<file path="src/rtl/key_event_decoder.sv">
// Debounces press and release of one raw mechanical key and classifies the
// gesture into registered one-cycle press/release/short/long/repeat pulses.
module key_event_decoder #(
  parameter int DEBOUNCE_CYC = 25000,
  parameter int LONG_CYC     = 50000000,
  parameter int REPEAT_CYC   = 10000000,
  parameter int CNT_W        = 26
) (
  input  logic clk,
  input  logic reset,
  input  logic key,
  output logic key_level,
  output logic press_pulse,
  output logic release_pulse,
  output logic short_pulse,
  output logic long_pulse,
  output logic repeat_pulse
);

  typedef enum logic [2:0] {
    IDLE,
    PRESS_WAIT,
    HELD,
    LONG_HELD,
    RELEASE_WAIT
  } state_t;

  localparam logic [CNT_W-1:0] DBC_LAST  = CNT_W'(DEBOUNCE_CYC - 1);
  localparam logic [CNT_W-1:0] LONG_LAST = CNT_W'(LONG_CYC - 1);
  localparam logic [CNT_W-1:0] REP_LAST  = CNT_W'(REPEAT_CYC - 1);
  localparam logic [CNT_W-1:0] CNT_ONE   = CNT_W'(1);

  logic             key_meta, ks;
  state_t           state, state_nxt;
  logic [CNT_W-1:0] dbc, dbc_nxt, hold, hold_nxt;
  logic             was_long, was_long_nxt;
  logic             level_nxt, press_nxt, release_nxt, short_nxt, long_nxt, repeat_nxt;
  logic             tick_long, tick_rep;

  // NOTE: sequential state uses non-blocking (<=) so every flop samples
  // pre-edge values; blocking (=) is reserved for the combinational block.
  always_ff @(posedge clk or posedge reset) begin
    if (reset) begin
      key_meta <= 1'b0;
      ks       <= 1'b0;
    end else begin
      key_meta <= key;
      ks       <= key_meta;
    end
  end

  // NOTE: every register, outputs included, is cleared by the async reset so
  // a reset mid-gesture can never leave a stale pulse or level behind.
  always_ff @(posedge clk or posedge reset) begin
    if (reset) begin
      state         <= IDLE;
      dbc           <= '0;
      hold          <= '0;
      was_long      <= 1'b0;
      key_level     <= 1'b0;
      press_pulse   <= 1'b0;
      release_pulse <= 1'b0;
      short_pulse   <= 1'b0;
      long_pulse    <= 1'b0;
      repeat_pulse  <= 1'b0;
    end else begin
      state         <= state_nxt;
      dbc           <= dbc_nxt;
      hold          <= hold_nxt;
      was_long      <= was_long_nxt;
      key_level     <= level_nxt;
      press_pulse   <= press_nxt;
      release_pulse <= release_nxt;
      short_pulse   <= short_nxt;
      long_pulse    <= long_nxt;
      repeat_pulse  <= repeat_nxt;
    end
  end

  // NOTE: all outputs of this block get a default first, so no path can
  // leave a signal unassigned and infer a latch.
  always_comb begin
    state_nxt    = state;
    dbc_nxt      = dbc;
    hold_nxt     = hold;
    was_long_nxt = was_long;
    press_nxt    = 1'b0;
    release_nxt  = 1'b0;
    short_nxt    = 1'b0;
    long_nxt     = 1'b0;
    repeat_nxt   = 1'b0;
    tick_long    = 1'b0;
    tick_rep     = 1'b0;

    case (state)
      IDLE: begin
        if (ks) begin
          state_nxt = PRESS_WAIT;
          dbc_nxt   = CNT_ONE;
        end
      end
      PRESS_WAIT: begin
        if (!ks) begin
          state_nxt = IDLE;
          dbc_nxt   = '0;
        end else if (dbc == DBC_LAST) begin
          state_nxt = HELD;
          press_nxt = 1'b1;
          hold_nxt  = '0;
          dbc_nxt   = '0;
        end else begin
          dbc_nxt = dbc + CNT_ONE;
        end
      end
      HELD, LONG_HELD: begin
        if (!ks) begin
          state_nxt = RELEASE_WAIT;
          dbc_nxt   = CNT_ONE;
        end else if (state == HELD) begin
          tick_long = 1'b1;
        end else begin
          tick_rep = 1'b1;
        end
      end
      RELEASE_WAIT: begin
        // A returning high counts as a held cycle, so a glitch delays the
        // hold timing by exactly its own length.
        if (ks) begin
          dbc_nxt   = '0;
          tick_rep  = was_long;
          tick_long = !was_long;
        end else if (dbc == DBC_LAST) begin
          state_nxt    = IDLE;
          release_nxt  = 1'b1;
          short_nxt    = !was_long;
          was_long_nxt = 1'b0;
          dbc_nxt      = '0;
        end else begin
          dbc_nxt = dbc + CNT_ONE;
        end
      end
      default: state_nxt = IDLE;
    endcase

    if (tick_long) begin
      if (hold == LONG_LAST) begin
        state_nxt    = LONG_HELD;
        long_nxt     = 1'b1;
        hold_nxt     = '0;
        was_long_nxt = 1'b1;
      end else begin
        state_nxt = HELD;
        hold_nxt  = hold + CNT_ONE;
      end
    end

    if (tick_rep) begin
      state_nxt = LONG_HELD;
      if (hold == REP_LAST) begin
        repeat_nxt = 1'b1;
        hold_nxt   = '0;
      end else begin
        hold_nxt = hold + CNT_ONE;
      end
    end

    level_nxt = (state_nxt == HELD) || (state_nxt == LONG_HELD) ||
                (state_nxt == RELEASE_WAIT);
  end

endmodule

</file>
<file path="config.mk">
export PLATFORM = sky130hd
export DESIGN_NAME = key_event_decoder
export DESIGN_NICKNAME = d
export VERILOG_FILES = /design/src/rtl/key_event_decoder.sv
export SDC_FILE = /design/constraint.sdc
export NUM_CORES = 1
export LEC_CHECK = 0
export BUFFER_PORTS_ARGS = -buffer_cell sky130_fd_sc_hd__buf_4
export CAP_MARGIN = 20
export CORE_AREA = 3 3 83 85
export DETAILED_ROUTE_END_ITERATION = 10
export DIE_AREA = 0 0 86 88
export PLACE_DENSITY_LB_ADDON = 0.2
export SYNTH_ARGS = -nofsm -noshare
export SYNTH_HDL_FRONTEND = slang
export SYNTH_SLANG_ARGS = --single-unit
</file>
<file path="constraint.sdc">
create_clock -name clk -period 2.4 [get_ports clk]
set_input_delay 0.36 -clock clk [delete_from_list [all_inputs] [get_ports clk]]
set_output_delay 0.36 -clock clk [all_outputs]
set_load 0.01 [all_outputs]
</file>
Word-level counts from Yosys, hierarchy flattened. Index checks and enable logic that the tools add are counted. Widths: inputs -> output; s select.

Memory bits (writable): 0. Logic and storage cells: 85. Memories kept: 0. Register bits after elaboration: 64. Output and inout bits: 6. Bits in latches: 0. Memory bits (read-only): 0.

$mul: 0. Add/sub/neg operators: 2. Order comparisons: 0. Reduce and logical (&&, ||, !) cells: 11. Shifts and indexed selects: 0. Muxes and demuxes: 48. Equality and inequality tests: 12. Divide/modulo/power cells: 0. Bitwise gates (word level): 0.

Operators by type and width (count): $mux 26 (12); $pmux 26 s4 (1); $add 26x1->26 const B (2); $eq 26x15->1 const B (1); $eq 26x24->1 const B (1); $eq 26x26->1 const B (1); $mux 1 (24); $mux 3 (8); $eq 3x2->1 const B (4); $pmux 3 s4 (1); $reduce_bool 3->1 (3); $eq 3x3->1 const B (2); $reduce_and 3->1 (2); $ne 2x2->1 const B (2); $pmux 1 s2 (2); $reduce_bool 4->1 (1); $eq 3x1->1 const B (1); $logic_not 3->1 (1); $logic_or 1x1->1 (2); $reduce_or 2->1 (1); $logic_not 1->1 (1).

Longest topological paths before layout.
Depth after elaboration: 9. Mapped depth: 8. Mapped depth without buffers: 6.

Least setup slack after synthesis. No wires, ideal clock.

Kind: reg2reg. From: register hold[14]. To: register hold[17]. Data arrival time: 1837 ps. Clock period less this slack: 1970 ps. Slack: 430 ps. Buffers on the path: 1. Setup time: 133 ps. Stages on the path, launching flop included: 7. Cell sequence: dfrtp_1 -> or4b_4 -> nor4_4 -> o22ai_4 -> buf_6 -> o211ai_1 -> o211ai_1.

Word-level cells in the longest chain between the ends: 4. Elaborated cells on any way between the ends: 7.

Ends and longest elaborated chain: from (decl) (RTL line 35) `logic [CNT_W-1:0] dbc, dbc_nxt, hold, hold_nxt;`; from (signal assigned) (RTL line 69) `hold <= hold_nxt;`; $add 26x1->26 / $eq 26x26->1 (equally long branches) (RTL line 153, 163, 146); $mux 26 (RTL line 146) `if (hold == LONG_LAST) begin`; $mux 26 (RTL line 145) `if (tick_long) begin`; $mux 26 (*) (RTL line 157) `if (tick_rep) begin`.

Every way passes the cells marked *; elsewhere a longest branch is shown, timed or not. A chain may end at the register's enable or synchronous reset.

Worst setup path in the final report.
From: register hold[14]. To: register hold[8].

Word-level cells in the longest chain between the ends: 4. Elaborated cells on any way between the ends: 6.

Ends and longest elaborated chain (RTL line): $eq 26x26->1 (146); $mux 26 (146); $mux 26 (145); $mux 26 (*) (157).

Marked as above.

==> results.yml <==
finish:
  layout.cells.non_filler: 535
  area_growth_pct: 13.2
  fillers: 506
  antenna_cells: 0
  fin_nets: 458
  final_layout_size_suffix_gt1_frac: 0.142
setup_path:
  path_max_fanout: 11
  rrSetupSlack_ps: 180
  cp-end-kind: "register"
  crit_arrival_ps: 2420
  required_ps: 2600
  crit-reg2reg-launch: "hold[14]"
  r2r_cells: 6
  worstSetupStartpointType: "register"
  crit_type: "reg -> reg"
  r2r_end: "hold[8]"
floorplan:
  dieArea_sq_mm: 0.00757
  core_sq_mm: 0.00628
  die_width_microns: 86
  io_pins: 9
  dieHeight_microns: 88
  initial_utilization: 0.604
  num_rows: 29
drt:
  routed_via_density: 6.31
  final_antenna_net_count: 0
  wl_per_cell_microns: 16.6
  vias: 3374
  drtPass1Iterations: 5
  post-route-drc-count: 0
  wirelength_microns: 8860
  drt_iter0_drc: 257
placement:
  dp.final_hpwl_microns: 6110
  place_inst: 519
  gp_congestion: 0.866
  portBuffers: 8
pwr:
  peakVddDrop_mv: 0.423
  power_density_mw_per_mm2: 557
  leakagePower_nw: 1.74
synth:
  ys_seq_area_frac: 0.423
  yosysMostFrequentCell: "dfrtp_1"
  netlist_area_sq_mm: 0.00379
  ys_top_cells_by_count: "dfrtp_1, nor2_1, nand2_1"
  synth_edf_count: 0
  yosysTopAreaCellShare: 0.423
  yosysUniqueCellTypes: 58
  synth_fp_nets: 436
  async_reset_ff_frac: 1.00
  ys_seq_elements: 64
  synthFlopType: "dfrtp_1"
  yosysTopAreaCell: "dfrtp_1"
  netlist_instances: 431
  yosysWarnings: 0
  avgSynthCellArea_sq_um: 8.79
  synthTopCellsByArea: "dfrtp_1, xnor2_1, nand3_1, nor2_1, nand2_1"
min_path:
  hp-class: "in -> async"
run:
  maxCapViolCount: 0
timing:
  period_share: 0.926
  slew_viol_final: 0
  finClkSkew_ps: 6.85
  tns_ps: 0
  setup_violations: 0
  hold_viol: 0
  worst_pin_slew_ps: 503
  rsz0062_at_grt: "false"
  fmax_ghz: 0.450
  period_minus_slack_ps: 2220
  slew_headroom: 0.664
clock_network:
  clkTransAtPathRegs_ps: 70
  cts_tree: "yes"
  cts_root_buf: "clkbuf_8"
  clockBufferDepth: 2
  cts_made_buffers: 9
  postCtsSetupRepairBufs: 0
  clock_latency_ps: 340
  ctsHtreeMaxLevel: 3
  cts.sinks: 64
  hold_buffers: 0
  cts_resized: 0
grt:
  grt_overflow_total: 0
  antenna_found_initial: 0
  grt_pass1_vias: 3218
  grt_max_degree: 65
  track_usage: 0.248
  grt_pass1_wl_microns: 15200
run_status:
  status: "complete, no violations"
[final cells by class]
type,count,area [sq um],share of cell area
Timing Repair Buffer,30,238,0.0554
Clock buffer,12,165,0.0385
Sequential cell,64,1600,0.374
Clock inverter,4,98.8,0.0231
Inverter,21,78.8,0.0184
Multi-Input combinational cell,327,2010,0.469
Tap cell,77,96.3,0.0225
[critical path, cell delays in order, from the launching register on]
cell	delay [ps]
dfrtp_1	460
or4b_4	580
nor4_4	310
o22ai_4	100
buf_4	200
nor2_4	270
o221ai_1	160
[cells in the final DEF (no fill, tap or decap), types with 3 or more instances in the layout]
| cell type | synthesis | layout |
|---|---|---|
| nor2_1 | 41 | 41 |
| a211o_1 | 3 | 3 |
| nor2b_1 | 4 | 4 |
| or2_2 | 4 | 4 |
| or4_1 | 8 | 8 |
| nor3_1 | 20 | 20 |
| clkbuf_8 | 0 | 12 |
| and4_1 | 5 | 5 |
| inv_1 | 21 | 20 |
| dfrtp_1 | 64 | 64 |
| buf_4 | 1 | 29 |
| o21ai_0 | 16 | 16 |
| and2_1 | 6 | 6 |
| a21oi_1 | 13 | 13 |
| nor4bb_1 | 3 | 3 |
| o21ai_1 | 7 | 7 |
| o211ai_1 | 16 | 16 |
| or3_1 | 12 | 12 |
| bufinv_16 | 0 | 3 |
| xnor2_1 | 18 | 18 |
| nand4_1 | 12 | 12 |
| nor4_1 | 13 | 13 |
| o22ai_1 | 12 | 12 |
| and3_1 | 6 | 6 |
| nand2_1 | 37 | 37 |
| nand3_1 | 31 | 31 |
[cells by family (layout without fill, tap and decap cells)]
family / after synthesis / in the layout / synth area share
and+or+nand+nor: 221 / 221 / 0.328
AOI/OAI and AO/OA: 85 / 85 / 0.152
DFF: 64 / 64 / 0.423
buffers and inverters: 40 / 67 / 0.0469
xor gates and xnor gates: 19 / 19 / 0.0439
adders and majority gates: 2 / 2 / 0.00660
[registers in the layout, indices dropped and copies added (netlist names)]
name,cells
dbc,26
hold,26
key_level,1
key_meta,1
ks,1
long_pulse,1
press_pulse,1
release_pulse,1
repeat_pulse,1
short_pulse,1
state,3
was_long,1
[stage by stage]
step	area (sq um)	power (mW)	utilization	hold slack [ps]	setup WS [ps]
3_5_place_dp	4020	1.20	0.641	340	195
2_1_floorplan	3790	1.17	-	331	430
5_1_grt	4290	2.47	0.683	99.9	37.9
3_3_place_gp	4020	1.20	0.641	333	240
4_1_cts	4290	2.40	0.683	95.3	169
6_report	4290	2.39	0.683	82.4	177
[per-layer routing]
layer  share of wire  global-route usage  vias to the layer above
li1                -                   -                     1634
met1            0.46               0.327                     1630
met2            0.48               0.406                       92
met3           0.048              0.0489                       18
met4           0.013              0.0892                        0
met5               0                   0                        -
[power by group]
part / switching (mW) / internal [mW]
logic: 0.0538 / 0.0263
clock network: 0.435 / 0.778
registers: 0.0100 / 1.09
[how the worst max path moves through the flow]
stage                         from       end  slack (ps)  cells past startpoint
after floorplan           hold[14]  hold[17]         430                      6
after global placement    hold[14]  hold[20]         240                      6
after detailed placement  hold[14]   hold[8]         200                      6
after CTS                 hold[14]   hold[8]         170                      6
after global routing       hold[0]  state[0]          40                      6
final                     hold[14]   hold[8]         180                      6
(Power assumes the default switching activity.)
